===== config.mk =====
export PLATFORM = sky130hd
export DESIGN_NAME = vram_arbiter
export DESIGN_NICKNAME = d
export VERILOG_FILES = /design/src/rtl/vram_arb_pkg.sv /design/src/rtl/vram_arb_ret_pipe.sv /design/src/rtl/vram_arbiter.sv
export SDC_FILE = /design/constraint.sdc
export NUM_CORES = 1
export LEC_CHECK = 0
export ABC_CLOCK_PERIOD_IN_PS = 3300
export CORE_ASPECT_RATIO = 0.5
export CORE_MARGIN = 1.5
export CORE_UTILIZATION = 45
export DETAILED_ROUTE_END_ITERATION = 16
export GPL_TIMING_DRIVEN = 0
export PLACE_DENSITY_LB_ADDON = 0.25
export RECOVER_POWER = 25
export SETUP_SLACK_MARGIN = 0.02
export SYNTH_ARGS = -nofsm -noshare
export SYNTH_HDL_FRONTEND = slang
export SYNTH_SLANG_ARGS = --single-unit

===== constraint.sdc =====
create_clock -name clk -period 3.3 [get_ports clk]
set_input_delay 0.495 -clock clk [delete_from_list [all_inputs] [get_ports clk]]
set_output_delay 0.495 -clock clk [all_outputs]
set_load 0.01 [all_outputs]

===== src/rtl/vram_arb_pkg.sv =====
// Shared types and constants for the VRAM arbiter: grant tags, CPU FSM states,
// bus widths and the default starvation limit.
package vram_arb_pkg;

  localparam int ADDR_W               = 10;
  localparam int DATA_W               = 8;
  localparam int STARVE_LIMIT_DEFAULT = 7;
  localparam logic [7:0] MISS_MAX     = 8'hFF;

  typedef enum logic [1:0] {NONE, VID, CPU_RD} grant_tag_e;

  typedef enum logic [1:0] {IDLE, WAIT, BUSY} cpu_state_e;

endpackage


===== src/rtl/vram_arb_ret_pipe.sv =====
// Read-return pipeline: carries the grant tag alongside the RAM's one-cycle
// read latency and steers the registered read data to the video or CPU side.
module vram_arb_ret_pipe
  import vram_arb_pkg::*;
(
  input  logic              clk,
  input  logic              reset,
  input  grant_tag_e        i_tag,
  input  logic [DATA_W-1:0] i_rdata,
  output logic [DATA_W-1:0] o_vid_data,
  output logic              o_vid_valid,
  output logic [DATA_W-1:0] o_cpu_rdata,
  output logic              o_cpu_ack
);

  grant_tag_e        r_tag_s1;
  grant_tag_e        r_tag_s2;
  logic [DATA_W-1:0] r_vid_data;
  logic              r_vid_valid;
  logic [DATA_W-1:0] r_cpu_rdata;
  logic              r_cpu_ack;

  // Stage 2 lines up with ram_rdata for the address issued one cycle earlier.
  always_ff @(posedge clk) begin
    if (reset) begin
      r_tag_s1    <= NONE;
      r_tag_s2    <= NONE;
      r_vid_data  <= '0;
      r_vid_valid <= 1'b0;
      r_cpu_rdata <= '0;
      r_cpu_ack   <= 1'b0;
    end else begin
      r_tag_s1    <= i_tag;
      r_tag_s2    <= r_tag_s1;
      r_vid_valid <= (r_tag_s2 == VID);
      r_cpu_ack   <= (r_tag_s2 == CPU_RD);
      if (r_tag_s2 == VID)
        r_vid_data <= i_rdata;
      if (r_tag_s2 == CPU_RD)
        r_cpu_rdata <= i_rdata;
    end
  end

  assign o_vid_data  = r_vid_data;
  assign o_vid_valid = r_vid_valid;
  assign o_cpu_rdata = r_cpu_rdata;
  assign o_cpu_ack   = r_cpu_ack;

endmodule


===== src/rtl/vram_arbiter.sv =====
// Single-port VRAM arbiter between video fetch and an 8080-style CPU.
// Optional macro VRAM_VBLANK_LOCK_EN restricts CPU access to vertical blank.
module vram_arbiter
  import vram_arb_pkg::*;
#(
  parameter int STARVE_LIMIT = STARVE_LIMIT_DEFAULT
)(
  input  logic              clk,
  input  logic              reset,
  input  logic              vblank,
  input  logic              vid_req,
  input  logic [ADDR_W-1:0] vid_addr,
  output logic [DATA_W-1:0] vid_data,
  output logic              vid_valid,
  input  logic              cpu_req,
  input  logic              cpu_we,
  input  logic [ADDR_W-1:0] cpu_addr,
  input  logic [DATA_W-1:0] cpu_wdata,
  output logic [DATA_W-1:0] cpu_rdata,
  output logic              cpu_ack,
  output logic              cpu_ready,
  output logic [ADDR_W-1:0] ram_addr,
  output logic              ram_we,
  output logic [DATA_W-1:0] ram_wdata,
  input  logic [DATA_W-1:0] ram_rdata,
  output logic [7:0]        vid_miss
);

  localparam int              CNT_W      = $clog2(STARVE_LIMIT + 1);
  localparam logic [CNT_W-1:0] STARVE_MAX = CNT_W'(STARVE_LIMIT);

  cpu_state_e        r_state;
  cpu_state_e        w_state_next;
  logic [CNT_W-1:0]  r_starve_cnt;
  logic [7:0]        r_vid_miss;
  logic [ADDR_W-1:0] r_ram_addr;
  logic              r_ram_we;
  logic [DATA_W-1:0] r_ram_wdata;
  logic              r_wr_ack;
  grant_tag_e        w_tag;
  logic              w_rd_ack;
  logic              w_ack_cycle;
  logic              w_cpu_pend;
  logic              w_cpu_elig;
  logic              w_override_en;
  logic              w_starved;
  logic              w_cpu_gnt;
  logic              w_vid_gnt;
  logic              w_vid_drop;

`ifdef VRAM_VBLANK_LOCK_EN
  assign w_cpu_elig    = vblank;
  assign w_override_en = 1'b0;
`else
  logic w_unused_vblank;
  assign w_unused_vblank = vblank;
  assign w_cpu_elig      = 1'b1;
  assign w_override_en   = 1'b1;
`endif

  // Requests are ignored while BUSY (including the ack cycle itself).
  assign w_cpu_pend  = cpu_req && (r_state != BUSY);
  assign w_starved   = w_override_en && (r_starve_cnt == STARVE_MAX);
  assign w_cpu_gnt   = w_cpu_pend && w_cpu_elig && (!vid_req || w_starved);
  assign w_vid_gnt   = vid_req && !w_cpu_gnt;
  assign w_vid_drop  = vid_req && w_cpu_gnt;
  assign w_ack_cycle = w_rd_ack || r_wr_ack;

  always_comb begin
    w_state_next = r_state;
    case (r_state)
      IDLE:    if (cpu_req) w_state_next = w_cpu_gnt ? BUSY : WAIT;
      WAIT:    if (!cpu_req) w_state_next = IDLE;
               else if (w_cpu_gnt) w_state_next = BUSY;
      BUSY:    if (w_ack_cycle) w_state_next = IDLE;
      default: w_state_next = IDLE;
    endcase
  end

  always_comb begin
    w_tag = NONE;
    if (w_vid_gnt)
      w_tag = VID;
    else if (w_cpu_gnt && !cpu_we)
      w_tag = CPU_RD;
  end

  // The write ack trails ram_we by one cycle, giving the grant+2 ack timing.
  always_ff @(posedge clk) begin
    if (reset) begin
      r_state      <= IDLE;
      r_starve_cnt <= '0;
      r_vid_miss   <= '0;
      r_ram_addr   <= '0;
      r_ram_we     <= 1'b0;
      r_ram_wdata  <= '0;
      r_wr_ack     <= 1'b0;
    end else begin
      r_state  <= w_state_next;
      r_ram_we <= w_cpu_gnt && cpu_we;
      r_wr_ack <= r_ram_we;
      if (w_cpu_gnt || !w_cpu_pend)
        r_starve_cnt <= '0;
      else if (r_starve_cnt != STARVE_MAX)
        r_starve_cnt <= r_starve_cnt + 1'b1;
      if (w_vid_drop && (r_vid_miss != MISS_MAX))
        r_vid_miss <= r_vid_miss + 8'd1;
      if (w_vid_gnt) begin
        r_ram_addr <= vid_addr;
      end else if (w_cpu_gnt) begin
        r_ram_addr <= cpu_addr;
        if (cpu_we)
          r_ram_wdata <= cpu_wdata;
      end
    end
  end

  vram_arb_ret_pipe u_ret_pipe (
    .clk         (clk),
    .reset       (reset),
    .i_tag       (w_tag),
    .i_rdata     (ram_rdata),
    .o_vid_data  (vid_data),
    .o_vid_valid (vid_valid),
    .o_cpu_rdata (cpu_rdata),
    .o_cpu_ack   (w_rd_ack)
  );

  assign cpu_ack   = w_ack_cycle;
  assign cpu_ready = !(cpu_req && !w_ack_cycle);
  assign ram_addr  = r_ram_addr;
  assign ram_we    = r_ram_we;
  assign ram_wdata = r_ram_wdata;
  assign vid_miss  = r_vid_miss;

endmodule


After elaboration in Yosys (flattened, before gate mapping):

Cells that the tools add are included.

* bits in registers: 55
* output and inout bits: 46
* logic and storage cells: 61

* equal/unequal tests: 11
* reductions and logical operators: 23
* multiplexer cells: 10
* add/sub/neg operators: 2
* bitwise logic cells: 1

Operators by type and width (count)
* 10-bit two-way mux: 2
* 2-bit two-way mux: 6
* 8-bit by 1-bit adder with 8-bit output, second input constant: 1
* 1-bit logical AND: 8
* 8-bit inequality test, second input constant: 1
* 1-bit logical NOT: 6
* 2-bit inequality test, second input constant: 3
* 3-bit inequality test, second input constant: 2
* 2-bit case mux with 3 select lines: 1
* 3-bit AND reduction: 2
* 2-bit by 1-bit equality test with 1-bit output, second input constant: 2
* 2-bit equality test, second input constant: 2
* 2-bit OR reduction: 2
* 3-bit by 1-bit adder with 3-bit output, second input constant: 1
* 3-bit equality test, second input constant: 1
* 1-bit logical OR: 3
* 2-bit logical NOT: 1
* 2-bit nonzero test: 1
* 1-bit two-way mux: 1
* 1-bit inverter: 1

Logic depth before layout (Yosys ltp):

Gate-level depths: netlist of run 1.

* word-level depth: 7
* gate-level depth with buffers: 7

Modules after synthesis:

Synthesis of run 1 repeated with hierarchy kept, for this count alone.

* cells, all modules: 225
* area total of the unflattened synthesis: 2255.9 µm²

Modules (own cells, without submodules)
* vram_arbiter: area an instance 1418.9 µm², cells each 150, instances 1, sequential area each 660.6 µm²
* vram_arb_ret_pipe: area an instance 837.1 µm², cells each 75, instances 1, sequential area each 440.4 µm²

Least setup slack after synthesis of run 1:

Ideal clock, no wire load.

* kind: flip-flop to flip-flop
* start: reg r_starve_cnt[0]
* end: reg r_vid_miss[4], in the netlist vid_miss[4]
* data arrival time: 1.717 ns
* path slack: 1.512 ns
* cell stages (with the launch flop): 8
* clock period less this slack: 1.788 ns
* required time: 3.230 ns
* path buffers: 1
* path through: dfxtp_1 > ha_1 > ha_1 > nand2_2 > or3_1 > buf_2 > or4_1 > a21oi_1

* cells in the longest elaborated chain, start to end: 5

RTL lines
* start: declaration: line vram_arbiter.sv:34 `logic [CNT_W-1:0] r_starve_cnt;`
* start signal: assignment: line vram_arbiter.sv:105 `r_starve_cnt <= r_starve_cnt + 1'b1;`
* 3-bit equality test: line vram_arbiter.sv:63 `assign w_starved = w_override_en && (r_starve_cnt == STARVE_MAX);`
* 1-bit logical OR: line vram_arbiter.sv:64 `assign w_cpu_gnt = w_cpu_pend && w_cpu_elig && (!vid_req || w_starved);`
* 1-bit logical AND: line vram_arbiter.sv:64
* 1-bit logical AND: line vram_arbiter.sv:66 `assign w_vid_drop = vid_req && w_cpu_gnt;`
* 1-bit logical AND: line vram_arbiter.sv:106 `if (w_vid_drop && (r_vid_miss != MISS_MAX))`
* end signal: assignment: line vram_arbiter.sv:107 `r_vid_miss <= r_vid_miss + 8'd1;`
* end: declaration: line vram_arbiter.sv:35 `logic [7:0] r_vid_miss;`

No other way between the ends.
A chain may end at the register's enable or synchronous reset.

Final worst setup path of run 1:

* start: in vid_req
* end: reg r_vid_miss[4], in the netlist vid_miss[4]

* cells in the longest elaborated chain, start to end: 5

RTL lines
* start: declaration: line vram_arbiter.sv:11 `input logic vid_req,`
* 1-bit logical NOT: line vram_arbiter.sv:64
* 1-bit logical OR: line vram_arbiter.sv:64
* 1-bit logical AND: line vram_arbiter.sv:64
* 1-bit logical AND (*): line vram_arbiter.sv:66
* 1-bit logical AND (*): line vram_arbiter.sv:106

Mark *: on every way between the ends. The rest lies on a longest branch, timed or not.

==> results of run 1 <==
cells in the final DEF, fill, tap and decap left out, types with 2 or more instances in the layout:
cell                               n
sky130_fd_sc_hd__a21oi_1          22
sky130_fd_sc_hd__nor2_1           25
sky130_fd_sc_hd__nor2b_1           5
sky130_fd_sc_hd__inv_1             5
sky130_fd_sc_hd__or4_1             3
sky130_fd_sc_hd__and2_1            3
sky130_fd_sc_hd__nand2b_1          3
sky130_fd_sc_hd__bufinv_16         2
sky130_fd_sc_hd__clkbuf_8          5
sky130_fd_sc_hd__dfxtp_1          55
sky130_fd_sc_hd__o41ai_1           3
sky130_fd_sc_hd__a311oi_1         10
sky130_fd_sc_hd__or3_1             4
sky130_fd_sc_hd__o311ai_0          2
sky130_fd_sc_hd__buf_2             2
sky130_fd_sc_hd__o31ai_1           2
sky130_fd_sc_hd__buf_1             3
sky130_fd_sc_hd__clkbuf_1         12
sky130_fd_sc_hd__nor4_1            2
sky130_fd_sc_hd__nand3_1           2
sky130_fd_sc_hd__nand4_1           3
sky130_fd_sc_hd__o21ai_0           5
sky130_fd_sc_hd__ha_1              3
sky130_fd_sc_hd__clkdlybuf4s50_1  84
sky130_fd_sc_hd__nand2_1          57
sky130_fd_sc_hd__mux2i_1           8
kinds of logic (layout without fill, tap and decap cells):
logic type,after synthesis,count (layout),synth area share
AOI/OAI and AO/OA,46,46,0.142
adders and majority gates,3,3,0.0176
buffers and inverters,23,115,0.0435
DFF,55,55,0.517
muxes,8,8,0.0376
and+or+nand+nor,113,113,0.242
report_power, final:
part | switching (mW) | total [mW] | internal, mW
clock | 0.210 | 0.513 | 0.303
combinational | 0.0745 | 0.172 | 0.0973
sequential | 0.0121 | 0.698 | 0.686
total | 0.297 | 1.38 | 1.09
layer usage:
layer  up-vias  part of all wire  global-route usage
met2        64              0.49               0.391
met1       987              0.44               0.268
met4         0             0.012              0.0822
met5         -                 0                   0
li1       1032                 -                   -
met3         8             0.055              0.0645
worst max path at each step:
stage / startpoint / end / slack (ns) / cells past startpoint
6_report: vid_req / vid_miss[4]$_SDFFE_PP0P_ / 1.29 / 6
2_1_floorplan: r_starve_cnt[0]$_SDFFE_PP0N_ / vid_miss[4]$_SDFFE_PP0P_ / 1.51 / 7
5_1_grt: r_starve_cnt[0]$_SDFFE_PP0N_ / ram_addr[3]$_SDFFE_PP0P_ / 1.15 / 7
4_1_cts: vid_req / vid_miss[4]$_SDFFE_PP0P_ / 1.29 / 6
3_3_place_gp: vid_req / vid_miss[4]$_SDFFE_PP0P_ / 1.0 / 6
3_5_place_dp: vid_req / vid_miss[4]$_SDFFE_PP0P_ / 0.97 / 6
synthesized netlist by cell type (all sizes together), types with 4 or more instances:
master,count
nand2,58
dfxtp,55
nor2,25
a21oi,22
clkbuf,11
a311oi,10
mux2i,8
buf,6
inv,6
nor2b,6
o21ai,5
or3,4
cell type report:
| type | count | share of cell area |
|---|---|---|
| timing repair buffer | 84 | 0.265 |
| buffer | 17 | 0.0221 |
| clock inverter | 2 | 0.0189 |
| clock buffer | 6 | 0.0229 |
| tap | 57 | 0.0225 |
| inverter | 6 | 0.00710 |
| sequential | 55 | 0.347 |
| multi-input combinational | 170 | 0.295 |
per-stage QoR:
step | total power, mW | cells | worst slack, ns | hold slack, ns
after global placement | 0.879 | 389 | 0.997 | 0.419
after floorplan | 0.781 | 248 | 1.51 | 0.407
after global routing | 1.44 | 397 | 1.15 | 0.476
after CTS | 1.39 | 397 | 1.29 | 0.459
final | 1.38 | 397 | 1.29 | 0.456
after detailed placement | 0.885 | 389 | 0.967 | 0.443
sequential cells by signal, summed over array words and instances (netlist names):
name / count
vid_miss: 8
r_starve_cnt: 3
ram_we: 1
r_state: 2
u_ret_pipe.o_vid_data: 8
u_ret_pipe.o_vid_valid: 1
u_ret_pipe.r_tag_s2: 2
u_ret_pipe.r_tag_s1: 2
ram_addr: 10
r_wr_ack: 1
ram_wdata: 8
u_ret_pipe.o_cpu_rdata: 8
u_ret_pipe.o_cpu_ack: 1
worst max-delay path: cells and delay by family:
kind | cells | cell delay (ns)
AOI/OAI and AO/OA | 1 | 0.15
buffers and inverters | 3 | 0.78
and+or+nand+nor | 2 | 0.83
==> results.md, run 1 <==
| Item | Value | Unit |
|:---|:---|:---|
| Max-slew violation total from the final report | 0 | - |
| Dominant cells by area after synthesis | sky130_fd_sc_hd__dfxtp_1, sky130_fd_sc_hd__nand2_1, sky130_fd_sc_hd__a21oi_1, sky130_fd_sc_hd__nor2_1, sky130_fd_sc_hd__a311oi_1 | - |
| Overall Global Routing Usage | 0.224 | - |
| List of cells traversed by the critical path | clkdlybuf4s50_1 -> inv_2 -> or3_1 -> buf_2 -> or4_1 -> a21oi_1 | - |
| Data required time of the critical path | 3.54 | ns |
| Area used by multi-input combinational logic | 936 | sq um |
| Post-layout utilization of the core | 0.711 | - |
| Max FO, Critical Path | 10 | - |
| Final RePlAce weighted congestion | 0.788 | - |
| Total clock buffers created by CTS | 5 | - |
| CTS H-tree depth | 2 | - |
| Endpoint of the worst register-to-register path | vid_miss[4]$_SDFFE_PP0P_ | - |
| Number of warning messages in the yosys log | 0 | - |
| Number of stages on the worst hold path | 1 | - |
| Most instantiated flip-flop cell in the synthesis netlist | sky130_fd_sc_hd__dfxtp_1 | - |
| Top Ports | 88 | - |
| Die height | 51.6 | microns |
| Final clock skew | 0.00979 | ns |
| Tcrit/Tclk final | 0.609 | - |
| Worst hold path class | reg -> reg | - |
| Critical Path Max Stage Delay | 0.54 | ns |
| Via total after detailed routing | 2091 | - |
| Clock edge transition at the registers on the reported setup and hold paths | 0.09 | ns |
| Final hold violation count | 0 | - |
| Antenna violations before repair | 0 | - |
| Buffers inserted by post-CTS timing repair | 0 | - |
| Hold bufs inserted after CTS | 0 | - |
| Static leakage | 1.20 | nW |
| Final cell area excluding filler cells | 3170 | sq um |
| Startpoint Class | input port | - |
| Count of nets left with antenna violations after detail routing | 0 | - |
| Post-detailed-route DRC marker count | 0 | - |
| Power density cells | 436 | nW/um^2 |
| Relative slew slack | 0.646 | - |
| Aggregate negative setup slack | 0 | ns |
| Layout net count | 384 | - |
| Pin count of the biggest net entering global routing | 17 | - |
| Max Freq | 498 | MHz |
| Area leader, netlist | sky130_fd_sc_hd__dfxtp_1 | - |
| TritonCTS clock tree | done | - |
| Wire length after detailed routing | 5390 | microns |
| Synth Instances | 248 | - |
| Post-synthesis to final-layout area growth | 49.1 | % |
| Crit Path Category | in -> reg | - |
| Chip Width | 100 | microns |
| Share of layout cells above drive strength 1 | 0.0412 | - |
| Total congestion overflow | 0 | - |
| Max-cap violations | 0 | - |
| Number of fill cells | 358 | - |
| Count of clock tree sinks | 55 | - |
| Unrepaired setup endpoints after global routing | false | - |
| Standard cell core area | 4470 | sq um |
| 1st-pass router iterations | 4 | - |
| Post-DR wirelength/cell | 13.6 | microns |
| Std-Cell Rows | 17 | - |
| Final number of setup-violating endpoints | 0 | - |
| Floorplan die area | 5180 | sq um |
| Async S/R FF share, synth | 0 | - |
| Length in cells of the worst reg-to-reg path | 7 | - |
| Post-DR vias/cell | 5.27 | - |
| Wire length of the first global-routing pass | 9100 | microns |
| Hold Crit Endpoint | r_starve_cnt[0]$_SDFFE_PP0N_ | - |
| Worst reg2reg path startpoint | r_starve_cnt[0]$_SDFFE_PP0N_ | - |
| Starting DRT DRC Count | 67 | - |
| Register-to-register path setup slack | 1.37 | ns |
| Average size of a mapped cell | 8.59 | sq um |
| Insertion delay to the later sink of the worst-skew pair | 0.31 | ns |
| Effective utilization at floorplan | 0.477 | - |
| Total inserted antenna cells | 0 | - |
| Maximum root-to-sink buffer count | 2 | - |
| Via count of the first global-routing pass | 2045 | - |
| Proportion of synthesized chip area in sequential cells | 0.517 | - |
| Post-synth top area share | 0.517 | - |
| Data arrival time at the worst-slack endpoint | 2.25 | ns |
| Least-Margin Pin Slew | 0.530 | ns |
| Summed instance area of the synthesized netlist | 2130 | sq um |
| # port buffers | 84 | - |
| Number of storage elements in the synthesis netlist | 55 | - |
| Post-cts gate resize count | 0 | - |
| Nature of the critical path endpoint | flop | - |
| Number of flops mapped to enable cells by yosys | 0 | - |
| Root buffer selected by CTS | sky130_fd_sc_hd__clkbuf_8 | - |
| Cell at the slowest stage of the critical path | sky130_fd_sc_hd__clkdlybuf4s50_1 | - |
| Count of cell types in the netlist | 33 | - |
| Outcome | finished clean | - |
| Time the worst path needs with I/O delays and setup | 2.01 | ns |
| Peak ir drop on the vdd network | 0.301 | mV |
| Area after detailed placement | 3040 | sq um |
| Seq. cell area | 1100 | sq um |
| Synth Net Count | 293 | - |
| Hold path startpoint | r_starve_cnt[0]$_SDFFE_PP0N_ | - |
| Final HPWL DP | 4070 | microns |
Note: power is estimated with default switching activity, not from simulation.
==> run 2, diff against run 1 <==
Settings changed: ABC_CLOCK_PERIOD_IN_PS 3300 to 2000, CORE_UTILIZATION 45 to 42.
Clock period 3.3 ns to 2 ns, I/O delays scaled along.
==> run 2 against run 1 <==
Compared with the run above:
- global-route usage decreased by 3.4 points
- non-clock buffer count did not move
- final area increased by 0.39%
- critical path type is now reg -> reg
- critical endpoint unchanged
==> results.md, run 2 (same netlist as run 1, synthesis figures left out) <==
| Item | Value | Unit | vs previous |
|:---|:---|:---|:---|
| Outcome | finished clean | - |  |
| Final critical-path setup slack | 0.109 | ns | -1.18 ns |
| Maximum root-to-sink buffer count | 2 | - | unchanged |
| Wire length after detailed routing | 5300 | microns | -1.7% |
| Via total after detailed routing | 2071 | - | -0.96% |
| Post-layout utilization of the core | 0.649 | - | -0.0616 |
| Worst hold-check slack | 0.311 | ns | -0.145 ns |
| Share of total power in combinational logic | 0.130 | - | +0.006 |
| Buffering stage count on the worst path with inverters included | 1 | - | -2 |
| Area after detailed placement | 3060 | sq um | +0.53% |
| Relative slew slack | 0.649 | - | +0.00355 |
| Total inserted antenna cells | 0 | - | unchanged |
| Power density cells | 680 | nW/um^2 | +56% |
| Crit Path Category | reg -> reg | - |  |
| Chip Width | 104 | microns | +3.4% |
| Final RePlAce weighted congestion | 0.730 | - | -7.3% |
| Critical Path Max Stage Delay | 0.47 | ns | -0.07 ns |
| Max-slew violation total from the final report | 0 | - | unchanged |
| Max Freq | 529 | MHz |  |
| Proportion of power drawn by flip-flops and latches | 0.532 | - | +0.027 |
| Net switching power | 0.500 | mW | +69% |
| Starting DRT DRC Count | 52 | - | -22% |
| Buffers inserted by post-CTS timing repair | 0 | - | unchanged |
| TritonCTS clock tree | done | - |  |
| Worst hold path class | in -> reg | - |  |
| Final number of setup-violating endpoints | 0 | - | unchanged |
| Share of layout cells above drive strength 1 | 0.0500 | - | +0.00882 |
| Number of fill cells | 438 | - | +22% |
| Peak ir drop on the vdd network | 0.394 | mV | +31% |
| Floorplan die area | 5530 | sq um | +6.8% |
| 1st-pass router iterations | 4 | - | unchanged |
| Via count of the first global-routing pass | 1859 | - | -9.1% |
| Root buffer selected by CTS | sky130_fd_sc_hd__clkbuf_8 | - |  |
| Insertion delay to the later sink of the worst-skew pair | 0.30 | ns | about the same |
| Clock edge transition at the registers on the reported setup and hold paths | 0.10 | ns | about the same |
| Pin count of the biggest net entering global routing | 18 | - | +1 |
| Count of nets left with antenna violations after detail routing | 0 | - | unchanged |
| Max FO, Critical Path | 10 | - | unchanged |
| Top Ports | 88 | - | unchanged |
| Post-synthesis to final-layout area growth | 49.6 | % |  |
| Total power after layout | 2.17 | mW | +57% |
| Effective utilization at floorplan | 0.434 | - | -0.0430 |
| Data arrival time at the worst-slack endpoint | 2.13 | ns | -0.12 ns |
| Startpoint Class | flop | - |  |
| Total clock buffers created by CTS | 5 | - | unchanged |
| Max-cap violations | 0 | - | unchanged |
| Unrepaired setup endpoints after global routing | false | - |  |
| Wire length of the first global-routing pass | 8270 | microns | -9.1% |
| Least-Margin Pin Slew | 0.524 | ns | -0.00531 ns |
| Post-DR wirelength/cell | 12.9 | microns | -4.8% |
| Antenna violations before repair | 0 | - | unchanged |
| Tcrit/Tclk final | 0.946 | - |  |
| Commonest cells after routing, fill and taps aside | sky130_fd_sc_hd__clkdlybuf4s50_1, sky130_fd_sc_hd__nand2_1, sky130_fd_sc_hd__dfxtp_1 | - |  |
| Final hold violation count | 0 | - | unchanged |
| List of cells traversed by the critical path | ha_1 -> ha_4 -> nand2_2 -> or3_1 -> buf_4 -> or4_1 -> a21oi_1 | - |  |
| Fraction of power spent switching nets | 0.231 | - | +0.0164 |
| Final clock skew | 0.00532 | ns | -0.00447 ns |
| Cell at the slowest stage of the critical path | sky130_fd_sc_hd__or4_1 | - |  |
| Die height | 53.4 | microns | +3.3% |
| Flip-flop count of the largest register, all copies and words added | 10 | - | unchanged |
| Count of clock tree sinks | 55 | - | unchanged |
| Final HPWL DP | 3900 | microns | -4.2% |
| # port buffers | 84 | - | unchanged |
| Nature of the critical path endpoint | flop | - |  |
| Static leakage | 1.19 | nW | -0.75% |
| Post-detailed-route DRC marker count | 0 | - | unchanged |
| CTS H-tree depth | 2 | - | unchanged |
| Worst-case setup slack after placement | -0.157 | ns | -1.12 ns |
| Total congestion overflow | 0 | - | unchanged |
| Internal power consumption | 1.67 | mW | +53% |
| Overall Global Routing Usage | 0.190 | - | -0.0336 |
| Most frequent standard cell in the layout excluding fill and tap cells | sky130_fd_sc_hd__clkdlybuf4s50_1 | - |  |
| Data required time of the critical path | 2.24 | ns | -1.30 ns |
| Standard cell core area | 4910 | sq um | +9.9% |
| Area used by multi-input combinational logic | 948 | sq um | +1.3% |
| Seq. cell area | 1100 | sq um | +0.11% |
| Std-Cell Rows | 18 | - | +1 |
| Time the worst path needs with I/O delays and setup | 1.89 | ns |  |
| Top delay family on crit path | simple AND/OR/NAND/NOR gates | - |  |
| Post-DR vias/cell | 5.05 | - | -4.1% |
| Final cell area excluding filler cells | 3190 | sq um | +0.39% |
| Portion of total power attributed to the clock network | 0.338 | - | -0.033 |
| Layout net count | 384 | - | unchanged |
[run 2: worst paths after layout]
path / endpoint / slack, ns / start / cells after the start
setup / recovery: vid_miss[4]$_SDFFE_PP0P_ / 0.11 / r_starve_cnt[0]$_SDFFE_PP0N_ / 7
hold / removal: r_state[0]$_SDFFE_PP0P_ / 0.31 / cpu_req / 3
setup reg to reg: vid_miss[4]$_SDFFE_PP0P_ / 0.11 / r_starve_cnt[0]$_SDFFE_PP0N_ / 7
hold reg to reg: r_starve_cnt[0]$_SDFFE_PP0N_ / 0.42 / r_starve_cnt[0]$_SDFFE_PP0N_ / 1
[run 2: per-stage QoR]
stage	TNS [ns]	instances
floorplan	0	248
global placement	-0.156	402
detailed placement	-0.260	402
CTS	0	410
global route	0	410
finish	0	410
[run 2: metal layers]
metal  track usage  vias to the layer above  wire length (microns)  part of all wire
met1         0.222                      970                   2310              0.44
met3        0.0677                        5                    391             0.074
li1              -                     1033                      -                 -
met5             0                        -                      0                 0
met4        0.0509                        0                     23            0.0043
met2         0.342                       63                   2570              0.49
[run 2: power groups by stage]
stage | combinational (mW) | sequential, mW | clock [mW]
after floorplan | 0.0984 | 1.19 | 0
after CTS | 0.283 | 1.15 | 0.748
after global placement | 0.276 | 1.18 | 0
after detailed placement | 0.280 | 1.18 | 0
after global routing | 0.305 | 1.16 | 0.794
final | 0.281 | 1.15 | 0.733
[run 2: area by class of cell]
class	instances	area share
flip-flops and latches	55	0.346
multi-input cells	170	0.298
repair buffers	84	0.264
well taps	70	0.0275
plain buffers	17	0.0228
clock buffers	5	0.0216
clock inverters	3	0.0137
inverters	6	0.00707
[run 2: worst min-delay path: cells and delay by family]
family,cells,cell delay [ns]
buffers and inverters,2,0.21
AND/OR/NAND/NOR,1,0.06
[run 2: timing repair]
action	4_1_cts	5_1_grt
setup endpoints to repair	0	9
gates resized for setup	0	6
hold buffers	0	0
